$ cat src/rtl/scene_sequencer.sv
// Purpose: per-frame animation sequencer (countdown -> logo scroll-out -> head slide-in -> play)
//          that drives the layer offsets and enables for the sprite compositor.
// Latency: vsync/button edges are synchronised, and state updates 2 clk edges after the first high sample.
// Backpressure: none; a vsync edge is one tick, and presses outside PLAY are dropped.
// Ports: clk, rst (async, active-high); vsync, btn_left and btn_right are raw async inputs;
//        restart is a sync one-cycle clear. logo/head h/v offsets are 12-bit signed.
//        logo_en and head_en are the layer visibility enables. phase is 0..3, and play_frames saturates.
// Optional macro LANE_GLIDE_EN: head_hoffset glides toward the lane target by GLIDE_STEP per tick.
module scene_sequencer #(
  parameter int COUNT_INIT = 50,
  parameter int LOGO_STEP  = 5,
  parameter int LOGO_END   = -600,
  parameter int HEAD_START = -170,
  parameter int HEAD_STEP  = 10,
  parameter int LANE_DX    = 100,
  parameter int GLIDE_STEP = 25
) (
  input  logic               clk,
  input  logic               rst,
  input  logic               vsync,
  input  logic               btn_left,
  input  logic               btn_right,
  input  logic               restart,
  output logic signed [11:0] logo_hoffset,
  output logic signed [11:0] head_hoffset,
  output logic signed [11:0] head_voffset,
  output logic               logo_en,
  output logic               head_en,
  output logic [1:0]         phase,
  output logic [15:0]        play_frames
);

  typedef enum logic [1:0] {COUNTDOWN = 2'd0, LOGO = 2'd1, HEAD = 2'd2, PLAY = 2'd3} phase_t;
  typedef enum logic [1:0] {LANE_LEFT = 2'd0, LANE_CENTER = 2'd1, LANE_RIGHT = 2'd2} lane_t;

  // Clamp arithmetic is done one bit wider so a step can never wrap past the limit.
  localparam logic signed [12:0] LOGO_STEP13 = 13'(LOGO_STEP);
  localparam logic signed [12:0] LOGO_END13  = 13'(LOGO_END);
  localparam logic signed [12:0] HEAD_STEP13 = 13'(HEAD_STEP);

  // Sync chains: [0] is the first flop, [1] is the synchronised value, and [2] is the delay for edge detection.
  logic [2:0] vs_sync, bl_sync, br_sync;
  logic       tick, press_l, press_r;

  assign tick    = vs_sync[1] & ~vs_sync[2];
  assign press_l = bl_sync[1] & ~bl_sync[2];
  assign press_r = br_sync[1] & ~br_sync[2];

  phase_t             phase_q, phase_nxt;
  lane_t              lane_q, lane_nxt;
  logic [15:0]        countdown_q, countdown_nxt;
  logic signed [11:0] logo_nxt, head_h_nxt, head_v_nxt;
  logic               logo_en_nxt, head_en_nxt;
  logic [15:0]        play_frames_nxt;

  logic signed [12:0] logo_dec, head_inc;
  assign logo_dec = 13'(logo_hoffset) - LOGO_STEP13;
  assign head_inc = 13'(head_voffset) + HEAD_STEP13;

  assign phase = phase_q;

  function automatic logic signed [12:0] lane_target(lane_t l);
    case (l)
      LANE_LEFT:  return 13'(LANE_DX);
      LANE_RIGHT: return -13'(LANE_DX);
      default:    return 13'sd0;
    endcase
  endfunction

  always_ff @(posedge clk or posedge rst) begin
    if (rst) begin
      vs_sync      <= '0;
      bl_sync      <= '0;
      br_sync      <= '0;
      phase_q      <= COUNTDOWN;
      lane_q       <= LANE_CENTER;
      countdown_q  <= 16'(COUNT_INIT);
      logo_hoffset <= '0;
      head_hoffset <= '0;
      head_voffset <= 12'(HEAD_START);
      logo_en      <= 1'b1;
      head_en      <= 1'b0;
      play_frames  <= '0;
    end else begin
      if (restart) begin
        vs_sync <= '0;
        bl_sync <= '0;
        br_sync <= '0;
      end else begin
        vs_sync <= {vs_sync[1:0], vsync};
        bl_sync <= {bl_sync[1:0], btn_left};
        br_sync <= {br_sync[1:0], btn_right};
      end
      phase_q      <= phase_nxt;
      lane_q       <= lane_nxt;
      countdown_q  <= countdown_nxt;
      logo_hoffset <= logo_nxt;
      head_hoffset <= head_h_nxt;
      head_voffset <= head_v_nxt;
      logo_en      <= logo_en_nxt;
      head_en      <= head_en_nxt;
      play_frames  <= play_frames_nxt;
    end
  end

  always_comb begin
    logic signed [12:0] tgt;
    logic signed [12:0] cur;
    phase_nxt       = phase_q;
    lane_nxt        = lane_q;
    countdown_nxt   = countdown_q;
    logo_nxt        = logo_hoffset;
    head_h_nxt      = head_hoffset;
    head_v_nxt      = head_voffset;
    logo_en_nxt     = logo_en;
    head_en_nxt     = head_en;
    play_frames_nxt = play_frames;
    tgt             = 13'sd0;
    cur             = 13'(head_hoffset);

    if (restart) begin
      phase_nxt       = COUNTDOWN;
      lane_nxt        = LANE_CENTER;
      countdown_nxt   = 16'(COUNT_INIT);
      logo_nxt        = '0;
      head_h_nxt      = '0;
      head_v_nxt      = 12'(HEAD_START);
      logo_en_nxt     = 1'b1;
      head_en_nxt     = 1'b0;
      play_frames_nxt = '0;
    end else begin
      if (tick) begin
        unique case (phase_q)
          COUNTDOWN: begin
            if (countdown_q <= 16'd1) phase_nxt = LOGO;
            if (countdown_q != 16'd0) countdown_nxt = countdown_q - 16'd1;
          end
          LOGO: begin
            if (logo_dec <= LOGO_END13) begin
              logo_nxt    = 12'(LOGO_END13);
              phase_nxt   = HEAD;
              head_en_nxt = 1'b1;
            end else begin
              logo_nxt = 12'(logo_dec);
            end
          end
          HEAD: begin
            if (head_inc >= 13'sd0) begin
              head_v_nxt  = '0;
              phase_nxt   = PLAY;
              logo_en_nxt = 1'b0;
            end else begin
              head_v_nxt = 12'(head_inc);
            end
          end
          PLAY: begin
            if (play_frames != 16'hFFFF) play_frames_nxt = play_frames + 16'd1;
          end
        endcase
      end

      // A simultaneous left+right press cancels out.
      if (phase_q == PLAY && (press_l ^ press_r)) begin
        case (lane_q)
          LANE_LEFT:   lane_nxt = press_r ? LANE_CENTER : LANE_LEFT;
          LANE_CENTER: lane_nxt = press_r ? LANE_RIGHT  : LANE_LEFT;
          LANE_RIGHT:  lane_nxt = press_r ? LANE_RIGHT  : LANE_CENTER;
          default:     lane_nxt = LANE_CENTER;
        endcase
      end

      // The target follows the post-press lane, so a press in the middle of a glide retargets immediately.
      tgt = lane_target(lane_nxt);
`ifdef LANE_GLIDE_EN
      if (tick) begin
        if (cur < tgt)
          head_h_nxt = (cur + 13'(GLIDE_STEP) > tgt) ? 12'(tgt) : 12'(cur + 13'(GLIDE_STEP));
        else if (cur > tgt)
          head_h_nxt = (cur - 13'(GLIDE_STEP) < tgt) ? 12'(tgt) : 12'(cur - 13'(GLIDE_STEP));
      end
`else
      head_h_nxt = 12'(tgt);
      if (cur == tgt) head_h_nxt = head_hoffset;
`endif
    end
  end

endmodule
$ cat config.mk
export PLATFORM = sky130hd
export DESIGN_NAME = scene_sequencer
export DESIGN_NICKNAME = d
export VERILOG_FILES = /design/src/rtl/scene_sequencer.sv
export SDC_FILE = /design/constraint.sdc
export NUM_CORES = 1
export LEC_CHECK = 0
export ABC_AREA = 1
export BUFFER_PORTS_ARGS = -buffer_cell sky130_fd_sc_hd__buf_2
export CORE_MARGIN = 2
export CORE_UTILIZATION = 57
export DETAILED_ROUTE_END_ITERATION = 10
export PLACE_DENSITY_LB_ADDON = 0.2
export SYNTH_ARGS = -nofsm -noshare
export SYNTH_HDL_FRONTEND = slang
export SYNTH_SLANG_ARGS = --single-unit
$ cat constraint.sdc
create_clock -name clk -period 3.1 [get_ports clk]
set_input_delay 0.93 -clock clk [delete_from_list [all_inputs] [get_ports clk]]
set_output_delay 0.93 -clock clk [all_outputs]
set_load 0.005 [all_outputs]
==> reports/qor.yml <==
status: "finished, final reports clean"
synth_edf_count: 0
drive_above_1_share: 0.2108
grt_pass1_vias: 3167
tns_ns: 0
grt_usage: 0.2275
routed_wl_um: 8232
end_kind: "register"
antenna_cells: 0
yosys.cell_types.count: 40
die_y_um: 88.32
p_leak_nw: 2.338
die_w_um: 88.32
avgRoutedWirePerCell_um: 12.29
fin_area_mm2: 0.004622
viasPerCell: 5.091
grt_max_degree: 31
drv_cap: 0
coreArea_mm2: 0.006832
cp.required_ns: 3.32
dieArea_mm2: 0.007800
yosys_most_used_dff: "dfrtp_1"
relSlewSlack: 0.5839
hold_viol_final: 0
stdcell_count: 670
critPathKind: "reg -> reg"
critPathMaxFanout: 6
setup_violations: 0
detail-route-antenna-nets: 0
clk_latency_ns: 0.35
netlist_instances: 511
ys_seq_area_frac: 0.4548
cts_htree_levels: 3
antenna_found_initial: 0
nets: 585
cts_made_buffers: 9
route.vias.total: 3411
async_flop_share: 1.000
tightest_slew_ns: 0.6232
rsz0062_at_grt: "no"
start_util: 0.5932
clockBufferDepth: 2
synth-warning-count: 0
tritoncts: "built"
clockRootBuffer: "clkbuf_8"
grt_pass1_wl_um: 14010
placedInstanceArea_mm2: 0.004407
rows: 30
layout_common_cells: "nand2_1 (98), inv_1 (72), nor2_1 (67)"
timing.fmax_mhz: 465.1
syn-cell-area_mm2: 0.004053
ys_seq_elements: 73
path_clk_slew_ns: 0.07
cts_setup_buffers: 0
cts_sinks: 73
p_total_w: 0.002984
place_congestion: 0.8281
slew_violations: 0
fin_skew_ns: 0.004934
arrival_ns: 2.37
period_minus_slack_ns: 2.150
synthToLayoutAreaGrowth_pct: 14.05
syn_avg_cell_area_um2: 7.931
firstDrtPassIters: 4
pin_count: 62
peakVddDrop_v: 0.0005541
finalCoreUtilization: 0.6766
io_buffer_count: 58
grt_overflow: 0
cts_hold_buffers: 0
p_per_area_mw_per_mm2: 645.5
dp_hpwl_um: 6053
worst_setup_path_start_kind: "register"
drc: 0
drt_iter0_markers: 140
hold_class: "reg -> reg"
fin_crit_sh: 0.6935
dp.cells: 654
layout_commonest_cell: "nand2_1"
cts_resized: 0
fill_cells: 597
## state kept, by name, summed over array words and instances (netlist names)
name          cells
bl_sync           3
br_sync           3
countdown_q      16
head_en           1
head_hoffset      3
head_voffset     11
lane_q            2
logo_en           1
logo_hoffset     12
phase             2
play_frames      16
vs_sync           3
## path summary, 6_finish.rpt
kind	startpoint	end	slack, ns	cells past startpoint
hold reg to reg	vs_sync[0]	vs_sync[1]	0.46	2
min in group asynchronous	rst	br_sync[2]	0.66	2
max in group asynchronous	rst	countdown_q[1]	1.72	3
setup / recovery	logo_hoffset[0]	logo_hoffset[4]	0.95	11
hold / removal	vs_sync[0]	vs_sync[1]	0.46	2
setup reg to reg	logo_hoffset[0]	logo_hoffset[4]	0.95	11
## worst max-delay path, cell delays in order, from the launching register on
cell	delay, ns
dfrtp_1	0.45
inv_1	0.15
ha_1	0.19
inv_1	0.06
a21oi_1	0.17
nand2_1	0.12
nor2_1	0.17
inv_1	0.09
o21ai_2	0.22
nand2_2	0.14
nand2_2	0.16
o22ai_1	0.11
## area by class of cell
type,instances,area (um^2),area share
clock buffers,12,165.2,0.03573
clock inverters,4,50.05,0.01083
inverters,76,285.3,0.06172
multi-input cells,347,1826,0.3950
flip-flops and latches,73,1843,0.3988
well taps,96,120.1,0.02599
repair buffers,62,332.8,0.07201
## power breakdown
part           internal (W)  total, W  switching, W
registers           0.00107   0.00121      0.000133
clock network      0.000436  0.000796      0.000359
logic              0.000379  0.000980      0.000600
## synthesized netlist by cell type, drive strengths merged (5+ instances only)
library cell  count  area (um^2)
o21ai            31        170.2
inv              75        281.5
a21oi            34        170.2
dfrtp            60         1501
o22ai             7        43.79
nand3            24        125.1
nand2           109        451.7
nand4             5        31.28
nor3             13        65.06
buf              14        95.09
nor2             80        389.1
xor2             13        113.9
ha               10        125.1
dfstp            13        341.6
## logic make-up (layout without fill, tap and decap cells)
kind of cell,count (synthesis),count (layout),synth area share
AO/OA/AOI/OAI,83,83,0.1149
XOR/XNOR,14,14,0.03026
adder cells (fa/ha/maj),10,10,0.03087
buffers and inverters,93,154,0.09663
flip-flops,73,73,0.4548
other,1,3,0.0009253
AND/OR/NAND/NOR,237,237,0.2717
## per-layer routing
metal / global-route usage / vias up / routed length [um]
met3: 0.05224 / 7 / 370
li1: - / 1731 / -
met1: 0.3115 / 1604 / 3858
met5: 0 / - / 0
met4: 0.06198 / 0 / 74
met2: 0.3664 / 69 / 3928
## per-stage QoR
stage               hold WS (ns)  setup WS, ns
global placement          0.4411        0.7696
global route              0.4937        0.7233
finish                    0.4616        0.9501
floorplan                 0.4340        0.3382
detailed placement        0.4504        0.7265
CTS                       0.4672        0.9828
(Power assumes the default switching activity.)
